`config.mk`:
```
export PLATFORM = sky130hd
export DESIGN_NAME = uart_rx_param
export DESIGN_NICKNAME = d
export VERILOG_FILES = /design/src/rtl/uart_pkg.sv /design/src/rtl/uart_sync2.sv /design/src/rtl/uart_rx_param.sv
export SDC_FILE = /design/constraint.sdc
export NUM_CORES = 1
export LEC_CHECK = 0
export BUFFER_PORTS_ARGS = -buffer_cell sky130_fd_sc_hd__buf_4
export CORE_ASPECT_RATIO = 0.8
export CORE_MARGIN = 4
export CORE_UTILIZATION = 58
export CTS_CLUSTER_DIAMETER = 30
export DETAILED_ROUTE_END_ITERATION = 8
export PLACE_DENSITY = 0.86
export REMOVE_ABC_BUFFERS = 1
export SYNTH_ARGS = -nofsm -noshare
export SYNTH_HDL_FRONTEND = slang
export SYNTH_HIERARCHICAL = 1
export SYNTH_SLANG_ARGS = --single-unit
```
`constraint.sdc`:
```
create_clock -name i_clock -period 2.6 [get_ports i_clock]
set_input_delay 0.52 -clock i_clock [delete_from_list [all_inputs] [get_ports i_clock]]
set_output_delay 0.52 -clock i_clock [all_outputs]
set_load 0.005 [all_outputs]
```
`src/rtl/uart_pkg.sv`:
```
// Shared definitions for the parametrised UART receiver: state encodings,
// default frame constants and the parity helper.
package uart_pkg;

  localparam int DEF_DATA_BITS = 8;
  localparam int DEF_SB_TICKS  = 16;
  localparam int MAX_DATA_BITS = 9;

  localparam logic [4:0] ST_IDLE   = 5'b00001;
  localparam logic [4:0] ST_START  = 5'b00010;
  localparam logic [4:0] ST_DATA   = 5'b00100;
  localparam logic [4:0] ST_PARITY = 5'b01000;
  localparam logic [4:0] ST_STOP   = 5'b10000;

  typedef enum logic [4:0] {
    S_IDLE   = ST_IDLE,
    S_START  = ST_START,
    S_DATA   = ST_DATA,
    S_PARITY = ST_PARITY,
    S_STOP   = ST_STOP
  } state_e;

  // Expected parity bit for a data word: even -> XOR of data, odd -> inverted.
  function automatic logic parity_of(input logic [MAX_DATA_BITS-1:0] data,
                                     input logic odd);
    return (^data) ^ odd;
  endfunction

endpackage

```
`src/rtl/uart_sync2.sv`:
```
// Two-flop synchroniser for an asynchronous input; resets to 1 so an idle-high
// line never looks like an edge coming out of reset.
module uart_sync2 (
  input  logic i_clock,
  input  logic i_reset,
  input  logic i_async,
  output logic o_sync
);

  logic meta;

  always_ff @(posedge i_clock) begin
    if (i_reset) begin
      meta   <= 1'b1;
      o_sync <= 1'b1;
    end else begin
      meta   <= i_async;
      o_sync <= meta;
    end
  end

endmodule

```
`src/rtl/uart_rx_param.sv`:
```
// Parametrised UART receiver: configurable width, oversampling, parity and
// stop bits, driven by an external oversample tick.
module uart_rx_param
  import uart_pkg::*;
#(
  parameter int DATA_BITS  = DEF_DATA_BITS,
  parameter int SB_TICKS   = DEF_SB_TICKS,
  parameter int PARITY_EN  = 0,
  parameter int PARITY_ODD = 0,
  parameter int STOP_BITS  = 1
) (
  input  logic                 i_clock,
  input  logic                 i_reset,
  input  logic                 i_tick,
  input  logic                 i_rx,
  output logic [DATA_BITS-1:0] o_data,
  output logic                 o_valid,
  output logic                 o_parity_err,
  output logic                 o_frame_err,
  output logic                 o_busy
);

  localparam int TW = $clog2(SB_TICKS);
  localparam int BW = $clog2(DATA_BITS);
  localparam logic [TW-1:0] TC_MID    = TW'(SB_TICKS / 2 - 1);
  localparam logic [TW-1:0] TC_END    = TW'(SB_TICKS - 1);
  localparam logic [TW-1:0] T_ONE     = TW'(1);
  localparam logic [BW-1:0] B_ONE     = BW'(1);
  localparam logic [BW-1:0] LAST_DATA = BW'(DATA_BITS - 1);
  localparam logic [BW-1:0] LAST_STOP = BW'(STOP_BITS - 1);

  state_e               state, state_nxt;
  logic                 rx_s;
  logic                 armed;
  logic [TW-1:0]        tick_cnt;
  logic [BW-1:0]        bit_cnt;
  logic [DATA_BITS-1:0] shreg;
  logic                 par_acc;
  logic                 fr_acc;
  logic                 start_mid, bit_end, fr_now;

  uart_sync2 u_sync (
    .i_clock (i_clock),
    .i_reset (i_reset),
    .i_async (i_rx),
    .o_sync  (rx_s)
  );

  assign start_mid = i_tick && (tick_cnt == TC_MID);
  assign bit_end   = i_tick && (tick_cnt == TC_END);
  assign fr_now    = fr_acc | ~rx_s;

  always_comb begin
    state_nxt = state;
    case (state)
      S_IDLE:   if (armed && !rx_s) state_nxt = S_START;
      S_START:  if (start_mid) state_nxt = rx_s ? S_IDLE : S_DATA;
      S_DATA:   if (bit_end && bit_cnt == LAST_DATA)
                  state_nxt = (PARITY_EN != 0) ? S_PARITY : S_STOP;
      S_PARITY: if (bit_end) state_nxt = S_STOP;
      S_STOP:   if (bit_end && bit_cnt == LAST_STOP) state_nxt = S_IDLE;
      default:  state_nxt = S_IDLE;
    endcase
  end

  always_ff @(posedge i_clock) begin
    if (i_reset) begin
      state        <= S_IDLE;
      armed        <= 1'b1;
      tick_cnt     <= '0;
      bit_cnt      <= '0;
      shreg        <= '0;
      par_acc      <= 1'b0;
      fr_acc       <= 1'b0;
      o_data       <= '0;
      o_valid      <= 1'b0;
      o_parity_err <= 1'b0;
      o_frame_err  <= 1'b0;
      o_busy       <= 1'b0;
    end else begin
      state   <= state_nxt;
      o_valid <= 1'b0;
      o_busy  <= (state_nxt != S_IDLE);
      case (state)
        S_IDLE: begin
          tick_cnt <= '0;
          bit_cnt  <= '0;
          par_acc  <= 1'b0;
          fr_acc   <= 1'b0;
          if (!armed && rx_s) armed <= 1'b1;
        end
        S_START: if (i_tick) tick_cnt <= start_mid ? '0 : tick_cnt + T_ONE;
        S_DATA: if (i_tick) begin
          if (bit_end) begin
            tick_cnt <= '0;
            shreg    <= {rx_s, shreg[DATA_BITS-1:1]};
            bit_cnt  <= (bit_cnt == LAST_DATA) ? '0 : bit_cnt + B_ONE;
          end else begin
            tick_cnt <= tick_cnt + T_ONE;
          end
        end
        S_PARITY: if (i_tick) begin
          if (bit_end) begin
            tick_cnt <= '0;
            par_acc  <= parity_of(MAX_DATA_BITS'(shreg), 1'(PARITY_ODD)) ^ rx_s;
          end else begin
            tick_cnt <= tick_cnt + T_ONE;
          end
        end
        S_STOP: if (i_tick) begin
          if (bit_end) begin
            tick_cnt <= '0;
            fr_acc   <= fr_now;
            bit_cnt  <= bit_cnt + B_ONE;
            if (bit_cnt == LAST_STOP) begin
              o_data       <= shreg;
              o_parity_err <= (PARITY_EN != 0) ? par_acc : 1'b0;
              o_frame_err  <= fr_now;
              o_valid      <= 1'b1;
              // A low stop bit usually means a break; wait for the line to go high.
              armed        <= ~fr_now;
            end
          end else begin
            tick_cnt <= tick_cnt + T_ONE;
          end
        end
        default: ;
      endcase
    end
  end

endmodule

```
==> impl_results.md <==
- Status: complete, no violations
- Ys async rst share: 0%
- Register area share after synthesis: roughly 41%
- Multi-input logic area: 925 um2
- Maxcap violations: 0
- Storage cell area: 701 um2
- # DRC: 0
- Skew final: 4.03 ps
- Most common cell after layout, fill and taps aside: dfxtp_1
- Avg Synthesized Cell Area: 9.08 um2
- Worst hold margin: 421 ps
- Seq pwr share: 52.1%
- Mux share of post-synthesis cell area: 11.1%
- Cells after synthesis: 188
- Final instance area: 0.00191 mm2
- PD cells: 549 mW/mm2
- Die Y: between 50 and 60 um
- Fin crit share: 83.6%
- WP depth: 5
- Pleak: 0.882 nW
- Vias in the first global route: ~1.3k
- Postcts setup bufs: 0
- Post-Synth XOR/XNOR Area: 1.54%
- Slew Viols, Final: 0
- Cell taking the most area after synthesis: dfxtp_1
- Comb pwr share: 4.4%
- Max transition margin: about 59%
- Distinct cells, synth: 43
- Num ports: 16
- WHS Path Cells: 1
- Most frequent cells in the layout: dfxtp_1 (35), nor2_1 (28), mux2i_1 (19), buf_4 (15), nand3_1 (8)
- CP Data Arrival Time: 2400 ps
- Layout area overhead: 11.9%
- Fin crit period: roughly 2200 ps
- HP Class: reg2reg
- 1st-pass router iterations: 4
- # H-tree levels: 2
- IO Port Bufs: 14
- FP Rows: 17
- GP Congestion: between 0.8 and 0.9
- Adder-Cell Fraction of Synth Area: 2.93%
- Core ar.: ~0.0028 mm2
- Share of layout cells above drive strength 1: 11.6%
- CTS Buf Count: 5
- Via density: slightly above 6
- Cells along the critical path: ha_1, nand4_1, or4b_4, o21ai_0, a221o_1
- Via count: 1462
- CP peak stage delay: 740 ps
- Switching Share: 20.2%
- Synth Warn #: 6
- Starting DRT DRC Count: ~140
- Worst Tran Pin Value: 618 ps
- Clk buf depth: 2
- Yosys top cell area share: 41.0%
- Simple-Gate Fraction of Synth Area: between 20% and 30%
- Clk pwr share: 43.6%
- Post-DP Area: 0.00181 mm2
- RSZ-0062 raised after global routing: no
- Max FO, Critical Path: 12
- CP required: 2820 ps
- Compound-Gate Fraction of Synth Area: 15.0%
- Setup_tns: 0 ps
- Worst-path clk slew: ~60 ps
- Wirelength, routed: 3.64 mm
- Top FF cell, synth: dfxtp_1
- Hold Violations, Final: 0
- Final setup viols: 0
- Die area: 0.00388 mm2
- Max VDD drop: 474 uV
- Cell Area, Synth: 0.00171 mm2
- CP bufs+invs: 0
- Critical path type: reg2reg
- Number of diodes: 0
- Initial Utilization: 61.3%
- Clock root cell: clkbuf_8
- Family with the most delay on the worst path: simple AND/OR/NAND/NOR gates
- ANT nets after route: 0
- Seq cells post-synth: 35
- Initial antenna violation count: 0
- EDFF count, synth: 0
- PostCTS Resize Cnt: 0
- GRT overflow: 0
- Clk_lat worst skew: 270 ps
- Max Clk Rate: 0.460 GHz
- Detail Placement HPWL: 2.59 mm
- Clk sink count: 35
- CTS tree: yes
- Area contributors post-synth: dfxtp_1 (41%), mux2i_1 (11%), nor2_1 (6.2%)
- Core Util, Final: 68.6%
- Setup crit end kind: flip-flop
- Total design power: 1.05 mW
- Crit path max-delay cell type: or4b_4
- Reg2Reg Depth: 5
- Drt wl/cell: roughly 15 um
- GRT Util Overall: 20.0%
- Final nets: between 200 and 250
- Filler cells: 215
- Switching power: between 200 and 250 uW
- Largest family of logic cells by synthesized area: simple AND/OR/NAND/NOR gates
- CTS Hold Buffers Added: 0
- First-pass GRT wire length: 5.95 mm
- Internal: 838 uW
- Largest net degree at the start of global routing: 34
- CP startpoint kind: flip-flop
- Die span in x: 68.7 um
[kinds of logic (layout without fill, tap and decap cells)]
kind of cell / count (synthesis) / in the layout
XOR/XNOR: 3 / 3
AO/OA/AOI/OAI: 35 / 35
flip-flops: 35 / 35
other: 1 / 1
multiplexers: 19 / 19
AND/OR/NAND/NOR: 74 / 74
buffers and inverters: 17 / 28
adder cells (fa/ha/maj): 4 / 4
[registers in the layout, indices dropped and copies added (netlist names)]
name / cells
o_data: 8
o_valid: 1
u_sync/meta: 1
bit_cnt: 3
fr_acc: 1
tick_cnt: 4
o_busy: 1
shreg: 8
u_sync/o_sync: 1
armed: 1
o_frame_err: 1
state: 5
[worst paths after layout]
kind                     from  slack [ps]             to
hold / removal    u_sync/meta         420  u_sync/o_sync
hold reg to reg   u_sync/meta         420  u_sync/o_sync
setup / recovery  tick_cnt[0]         430          armed
setup reg to reg  tick_cnt[0]         430          armed
[final cells by class]
class | instances | area share (%)
Sequential cell | 35 | 36.7
Clock buffer | 6 | 3.80
Inverter | 6 | 1.18
Tap cell | 38 | 2.49
Timing Repair Buffer | 15 | 5.89
Multi-Input combinational cell | 136 | 48.4
Clock inverter | 1 | 1.57
[per-layer routing]
metal / wire, um / share of wire, % / track usage (%)
met4: 50 / 1.4 / 5.67
met5: 0 / 0 / 0
met1: 1610 / 44 / 28.6
met3: 272 / 7.5 / 4.40
met2: 1710 / 47 / 29.7
[metrics by stage]
| step | setup WS (ps) | std cells |
|---|---|---|
| floorplan | 652 | 177 |
| global placement | 564 | 230 |
| detailed placement | 457 | 230 |
| CTS | 459 | 237 |
| global route | 282 | 237 |
| finish | 425 | 237 |
[cell usage after synthesis (2+ instances only)]
master	n
dfxtp_1	35
nor2_1	28
mux2i_1	19
clkbuf_1	8
nand3_1	8
nand2_1	7
a21oi_1	6
inv_1	6
o21ai_0	6
nand4_1	5
ha_1	4
nor2b_1	4
nor3_1	4
nand4b_1	3
o211ai_1	3
o221ai_1	3
xor2_1	3
a21boi_0	2
a311oi_1	2
and4_1	2
and4b_1	2
buf_6	2
nand2b_1	2
o2111ai_1	2
o211a_1	2
o21a_1	2
or2_1	2
[power groups by stage]
stage	clock network [mW]	logic (mW)	registers (mW)
final	0.457	0.0457	0.546
after global routing	0.493	0.0506	0.547
after CTS	0.464	0.0449	0.546
after detailed placement	0	0.0445	0.558
after global placement	0	0.0433	0.558
after floorplan	0	0.0259	0.556
(Power assumes the default switching activity.)
